--- config.mk ---
export PLATFORM = sky130hd
export DESIGN_NAME = wb_arbiter
export DESIGN_NICKNAME = d
export VERILOG_FILES = /design/src/rtl/tartaruga_pkg.sv /design/src/rtl/wb_req_fifo.sv /design/src/rtl/wb_arbiter.sv
export SDC_FILE = /design/constraint.sdc
export NUM_CORES = 1
export LEC_CHECK = 0
export BUFFER_PORTS_ARGS = -buffer_cell sky130_fd_sc_hd__buf_2
export CAP_MARGIN = 20
export CORE_ASPECT_RATIO = 1.5
export CORE_MARGIN = 2
export CORE_UTILIZATION = 50
export DETAILED_ROUTE_END_ITERATION = 8
export PLACE_DENSITY_LB_ADDON = 0.25
export SLEW_MARGIN = 20
export SYNTH_ARGS = -nofsm -noshare
export SYNTH_HDL_FRONTEND = slang
export SYNTH_SLANG_ARGS = --single-unit
--- constraint.sdc ---
create_clock -name clk_i -period 15.42 [get_ports clk_i]
set_input_delay 4.626 -clock clk_i [delete_from_list [all_inputs] [get_ports clk_i]]
set_output_delay 4.626 -clock clk_i [all_outputs]
set_load 0.01 [all_outputs]
--- src/rtl/tartaruga_pkg.sv ---
// Shared core types: ROB/store-buffer indices and the writeback request bundle.
// Exports ROB_SIZE, rob_idx_t, bus32_t, store_buffer_idx_t, wb_req_t, WB_NUM_REQ, rob_age().
package tartaruga_pkg;

    localparam int ROB_SIZE          = 8;
    localparam int ROB_IDX_W         = $clog2(ROB_SIZE);
    localparam int STORE_BUFFER_SIZE = 4;
    localparam int SB_IDX_W          = $clog2(STORE_BUFFER_SIZE);

    typedef logic [ROB_IDX_W-1:0] rob_idx_t;
    typedef logic [31:0]          bus32_t;
    typedef logic [SB_IDX_W-1:0]  store_buffer_idx_t;

    typedef struct packed {
        rob_idx_t          rob_idx;
        bus32_t            result;
        bus32_t            new_pc;
        logic              branch_taken;
        store_buffer_idx_t store_buffer_idx;
        int                kanata_id;
    } wb_req_t;

    localparam int WB_NUM_REQ = 3;

    // Distance of a ROB entry from the head; wraps at ROB_SIZE.
    function automatic rob_idx_t rob_age(rob_idx_t idx, rob_idx_t head);
        return idx - head;
    endfunction

endpackage

--- src/rtl/wb_req_fifo.sv ---
// Per-requester result FIFO with push/pop/flush and async active-low reset.
// Ports: clk_i, rstn_i, flush_i, push_i/data_i, pop_i/data_o, full_o, empty_o, count_o.
module wb_req_fifo
    import tartaruga_pkg::*;
#(
    parameter int DEPTH = 2
) (
    input  logic                       clk_i,
    input  logic                       rstn_i,
    input  logic                       flush_i,
    input  logic                       push_i,
    input  wb_req_t                    data_i,
    input  logic                       pop_i,
    output wb_req_t                    data_o,
    output logic                       full_o,
    output logic                       empty_o,
    output logic [$clog2(DEPTH+1)-1:0] count_o
);

    localparam int PW = (DEPTH > 1) ? $clog2(DEPTH) : 1;
    localparam int CW = $clog2(DEPTH + 1);

    wb_req_t         mem_q [DEPTH];
    logic [PW-1:0]   wptr_q, wptr_d;
    logic [PW-1:0]   rptr_q, rptr_d;
    logic [CW-1:0]   count_q, count_d;
    logic            do_push;
    logic            do_pop;

    function automatic logic [PW-1:0] ptr_next(logic [PW-1:0] p);
        return (p == PW'(DEPTH - 1)) ? '0 : p + 1'b1;
    endfunction

    assign full_o  = (count_q == CW'(DEPTH));
    assign empty_o = (count_q == '0);
    assign count_o = count_q;
    assign data_o  = mem_q[rptr_q];

    assign do_push = push_i & ~full_o & ~flush_i;
    assign do_pop  = pop_i & ~empty_o & ~flush_i;

    always_comb begin
        wptr_d  = wptr_q;
        rptr_d  = rptr_q;
        count_d = count_q;
        if (flush_i) begin
            wptr_d  = '0;
            rptr_d  = '0;
            count_d = '0;
        end else begin
            if (do_push) wptr_d = ptr_next(wptr_q);
            if (do_pop)  rptr_d = ptr_next(rptr_q);
            unique case ({do_push, do_pop})
                2'b10:   count_d = count_q + 1'b1;
                2'b01:   count_d = count_q - 1'b1;
                default: count_d = count_q;
            endcase
        end
    end

    always_ff @(posedge clk_i or negedge rstn_i) begin
        if (!rstn_i) begin
            wptr_q  <= '0;
            rptr_q  <= '0;
            count_q <= '0;
        end else begin
            wptr_q  <= wptr_d;
            rptr_q  <= rptr_d;
            count_q <= count_d;
        end
    end

    // Storage needs no reset: a slot is only read after it was written.
    always_ff @(posedge clk_i) begin
        if (do_push) mem_q[wptr_q] <= data_i;
    end

endmodule

--- src/rtl/wb_arbiter.sv ---
// Oldest-first arbiter of functional-unit results onto the ROB writeback port.
// Ports: clk_i, rstn_i, flush_i, rob_head_i, req_valid_i/req_data_i/req_ready_o,
// wb_* registered writeback outputs, contention_cnt_o (cycles with >=2 busy FIFOs).
module wb_arbiter
    import tartaruga_pkg::*;
#(
    parameter int NUM_REQ     = WB_NUM_REQ,
    parameter int QUEUE_DEPTH = 2,
    parameter int CNT_W       = 32
) (
    input  logic                       clk_i,
    input  logic                       rstn_i,
    input  logic                       flush_i,
    input  rob_idx_t                   rob_head_i,
    input  logic [NUM_REQ-1:0]         req_valid_i,
    input  wb_req_t [NUM_REQ-1:0]      req_data_i,
    output logic [NUM_REQ-1:0]         req_ready_o,
    output logic                       wb_valid_o,
    output rob_idx_t                   wb_rob_idx_o,
    output bus32_t                     wb_result_o,
    output bus32_t                     wb_new_pc_o,
    output logic                       wb_branch_taken_o,
    output store_buffer_idx_t          wb_store_buffer_idx_o,
    output int                         wb_kanata_id_o,
    output logic [CNT_W-1:0]           contention_cnt_o
);

    localparam int WIN_W = (NUM_REQ > 1) ? $clog2(NUM_REQ) : 1;
    localparam int QCW   = $clog2(QUEUE_DEPTH + 1);

    wb_req_t            head_data [NUM_REQ];
    rob_idx_t           age       [NUM_REQ];
    logic [QCW-1:0]     q_count   [NUM_REQ];
    logic [NUM_REQ-1:0] q_full;
    logic [NUM_REQ-1:0] q_empty;
    logic [NUM_REQ-1:0] push;
    logic [NUM_REQ-1:0] pop;

    logic               win_found;
    logic [WIN_W-1:0]   win_idx;
    rob_idx_t           win_age;
    logic               multi_busy;

    logic               wb_valid_q, wb_valid_d;
    wb_req_t            wb_data_q, wb_data_d;
    logic [CNT_W-1:0]   cnt_q, cnt_d;

    for (genvar g = 0; g < NUM_REQ; g++) begin : g_req
        assign req_ready_o[g] = ~q_full[g];
        assign push[g] = req_valid_i[g] & ~q_full[g] & ~flush_i;
        assign pop[g]  = win_found & (win_idx == WIN_W'(g)) & ~flush_i;
        assign age[g]  = rob_age(head_data[g].rob_idx, rob_head_i);

        wb_req_fifo #(
            .DEPTH   (QUEUE_DEPTH)
        ) u_fifo (
            .clk_i   (clk_i),
            .rstn_i  (rstn_i),
            .flush_i (flush_i),
            .push_i  (push[g]),
            .data_i  (req_data_i[g]),
            .pop_i   (pop[g]),
            .data_o  (head_data[g]),
            .full_o  (q_full[g]),
            .empty_o (q_empty[g]),
            .count_o (q_count[g])
        );
    end

    // Strict less-than while scanning upward keeps the lowest index on ties.
    always_comb begin
        win_found = 1'b0;
        win_idx   = '0;
        win_age   = '0;
        for (int k = 0; k < NUM_REQ; k++) begin
            if (!q_empty[k] && (!win_found || age[k] < win_age)) begin
                win_found = 1'b1;
                win_idx   = WIN_W'(k);
                win_age   = age[k];
            end
        end
    end

    always_comb begin
        logic seen;
        seen       = 1'b0;
        multi_busy = 1'b0;
        for (int k = 0; k < NUM_REQ; k++) begin
            if (q_count[k] != '0) begin
                if (seen) multi_busy = 1'b1;
                seen = 1'b1;
            end
        end
    end

    // Data holds when nothing is granted; flush kills the grant.
    always_comb begin
        wb_valid_d = win_found & ~flush_i;
        wb_data_d  = wb_data_q;
        if (wb_valid_d) wb_data_d = head_data[win_idx];
    end

    always_comb begin
        cnt_d = cnt_q;
        if (multi_busy && cnt_q != '1) cnt_d = cnt_q + 1'b1;
    end

    always_ff @(posedge clk_i or negedge rstn_i) begin
        if (!rstn_i) begin
            wb_valid_q <= 1'b0;
            wb_data_q  <= '0;
            cnt_q      <= '0;
        end else begin
            wb_valid_q <= wb_valid_d;
            wb_data_q  <= wb_data_d;
            cnt_q      <= cnt_d;
        end
    end

    assign wb_valid_o            = wb_valid_q;
    assign wb_rob_idx_o          = wb_data_q.rob_idx;
    assign wb_result_o           = wb_data_q.result;
    assign wb_new_pc_o           = wb_data_q.new_pc;
    assign wb_branch_taken_o     = wb_data_q.branch_taken;
    assign wb_store_buffer_idx_o = wb_data_q.store_buffer_idx;
    assign wb_kanata_id_o        = wb_data_q.kanata_id;
    assign contention_cnt_o      = cnt_q;

endmodule

==> results.yml <==
outcome:
  status: "complete, no violations"
placement:
  dp.cells: 2959
  hpwl_um: 47400
  place_area_mm2: 0.0327
  port_buffers: 452
  place.gp.congestion: 0.879
floorplanning:
  dieArea_mm2: 0.0614
  die_w_um: 203
  initial_core_util_pct: 50.5
  core_area_mm2: 0.0588
  rows: 109
  io_pins: 453
  fp.dieH_um: 302
global_route:
  grt.total_usage_pct: 24.3
  grt_max_degree: 94
  grt_antenna_before_repair: 47
  grt-ovfl-total: 0
  grt_pass1_vias: 18292
  grt_pass1_wl_um: 111000
power:
  p_int_mw: 4.40
  p_sw_share_pct: 35.0
  power_leakage_nw: 12.5
  p_per_area_mw_per_mm2: 193
  p_total_mw: 6.77
  ir_drop_mv: 0.147
  p_sw_mw: 2.37
  combPwrFrac_pct: 34.2
  p_seq_share_pct: 40.1
  clkPwrFrac_pct: 25.7
sta:
  drv_slew: 0
  fin_crit_sh_pct: 66.1
  period_minus_slack_ns: 10.19
  grt_setup_unrepaired: "no"
  finalSetupTns_ns: 0
  fin_skew_ns: 0.0158
  tightest_slew_ns: 1.12
  setup_viol: 0
  fmax_ghz: 0.0981
  slew_headroom_pct: 25.6
  final_hold_viol_count: 0
worst_setup_path:
  cp.buffers_inverters: 3
  critPathCaptureType: "flip-flop"
  path_class: "input pin to flip-flop"
  critPathLaunchType: "input pin"
  cp_slowest_cell: "a22oi_4"
  max_stage_delay_ns: 1.00
  cp.depth: 21
  worstPathMaxFanout: 75
  worstPathRequired_ns: 15.93
  crit_chain: "buf_2 > ha_1 > inv_1 > fa_1 > xnor2_1 > xnor2_1 > o21ai_0 > ha_1 > a21o_1 > a31oi_1 > nor2_1 > nor2_1 > nor2_1 > a21oi_1 > ha_1 > a211oi_1 > o21ai_0 > a22oi_4 > buf_4 > a2111oi_0 > a211o_1"
  rr_worst_depth: 22
  critPathArrivalTime_ns: 10.70
  crit_family: "compound AO/OA/AOI/OAI gates"
layout:
  nets: 2582
  fin_cells: 3119
  drive_gt1_share_pct: 26.3
  layout_common_cells: "edfxtp_1 (612), buf_2 (451), mux2i_1 (207), a211oi_1 (198), dfrtp_1 (144)"
  layout_commonest_cell: "edfxtp_1"
  syn2layout_area_growth_pct: 18.4
  design_area_mm2: 0.0351
drt:
  first_pass_iters: 5
  ant_nets: 0
  vias_per_cell: 5.72
  wl_per_cell_um: 23.9
  drc: 0
  vias: 17827
  drtIter0Drc: 1035
  drt-total-wl_um: 74500
synth:
  yosys_most_used_dff: "edfxtp_1"
  ys_seq_elements: 759
  synth_warnings: 0
  synth_top_area_share_pct: 61.9
  syn_nets: 2141
  syn_inst: 1815
  synth_area_mm2: 0.0297
  yosys.area.top_type: "edfxtp_1"
  synth_edf_count: 612
  avgSynthCellArea_um2: 16.4
  async_reset_ff_share_pct: 19.4
  synth_area_leaders: "edfxtp_1 (62%), dfrtp_1 (12%), mux2i_1 (7.0%)"
  ys_seq_area_share_pct: 74.3
  synth_cell_type_count: 53
clock_tree:
  cts.clk_slew.worst_paths_ns: 0.07
  htree_levels: 3
  cts-resized-gates: 0
  clkLatencyLatePin_ns: 0.62
  cts_buffer_depth: 3
  cts_setup_buffers: 0
  clock-root-buffer: "clkbuf_16"
  cts_sinks: 759
  cts_buffers: 71
  tritoncts: "yes"
  hold_buffers: 0
flow_run:
  cap_violations: 0
hold_path:
  hp-class: "flip-flop to flip-flop"
  holdPathStages: 1
==> worst register-to-register path, cell delays in order, from the launching register on <==
cell	delay [ns]
dfrtp_4	0.83
buf_4	0.79
mux2i_1	0.39
ha_1	0.21
inv_1	0.06
fa_1	0.37
xnor2_1	0.19
xnor2_1	0.14
o21ai_0	0.15
ha_1	0.37
a21o_1	0.19
a31oi_1	0.34
nor2_1	0.14
nor2_1	0.24
nor2_1	0.09
a21oi_1	0.14
ha_1	0.27
a211oi_1	0.30
o21ai_0	0.33
a22oi_4	1.00
buf_4	0.95
a2111oi_0	0.22
a211o_1	0.33
==> kinds of logic (layout without fill, tap and decap cells) <==
family	count (synthesis)	in the layout	share of synthesized area, %
AO/OA/AOI/OAI	440	440	10.7
XOR/XNOR	42	42	1.24
adder cells (fa/ha/maj)	11	11	0.539
buffers and inverters	127	626	1.82
flip-flops	759	759	74.3
multiplexers	212	212	7.17
other	0	28	0
AND/OR/NAND/NOR	224	224	4.21
==> path summary, 6_finish.rpt <==
path,endpoint,from,slack (ns)
max in group asynchronous,wb_result_o[11],rstn_i,10.16
min,contention_cnt_o[23],contention_cnt_o[23],0.49
max reg2reg,wb_kanata_id_o[5],g_req[0].u_fifo.rptr_q,7.29
min in group asynchronous,wb_kanata_id_o[10],rstn_i,3.96
max,wb_kanata_id_o[5],rob_head_i[0],5.23
min reg2reg,contention_cnt_o[23],contention_cnt_o[23],0.49
==> power groups by stage <==
stage / sequential [mW] / combinational [mW] / clock (mW)
after floorplan: 2.76 / 1.58 / 0
after global placement: 2.75 / 2.26 / 0
after detailed placement: 2.75 / 2.34 / 0
after CTS: 2.71 / 2.35 / 1.78
after global routing: 2.74 / 2.53 / 1.86
final: 2.71 / 2.32 / 1.74
==> per-stage QoR <==
stage	utilization (%)	setup slack [ns]	hold slack [ns]
3_3_place_gp	55.7	4.88	0.469
3_5_place_dp	55.7	4.59	0.483
5_1_grt	59.8	4.97	0.513
2_1_floorplan	-	2.24	0.519
6_report	59.8	5.23	0.491
4_1_cts	59.6	5.20	0.492
==> flip-flops by register name (all words and copies together), names as in the netlist <==
signal,cells
wb_new_pc_o,32
g_req.u_fifo.wptr_q,3
wb_valid_o,1
wb_branch_taken_o,1
g_req.u_fifo.rptr_q,3
g_req.u_fifo.mem_q,612
contention_cnt_o,32
wb_rob_idx_o,3
wb_result_o,32
g_req.u_fifo.count_o,6
wb_kanata_id_o,32
wb_store_buffer_idx_o,2
==> cell usage after synthesis (all sizes together), types with 4 or more instances <==
master  instances
edfxtp        612
mux2i         207
a211oi        198
dfrtp         147
o21ai         109
nor2b         102
o22a           98
clkbuf         92
xnor2          28
nand2          27
buf            25
nor2           24
nand3          17
nor3           14
xor2           14
a21oi          11
inv            10
nand4          10
ha              8
and3            7
nand2b          6
mux2            5
a21o            4
nor3b           4
==> routing by layer <==
layer,global-route usage (%),wire [um]
met1,29.8,29100
met2,41.0,37600
met3,5.41,4900
met4,11.6,2730
met5,0,219
==> cell type report <==
type                            count  area [um2]
Fill cell                        4544       23600
Sequential cell                   759       22100
Multi-Input combinational cell    929        7150
Timing Repair Buffer              485        2540
Clock buffer                      105        2050
Tap cell                          777         972
Clock inverter                     26         264
Antenna cell                       28        70.1
Inverter                           10        42.5
(Power assumes the default switching activity.)
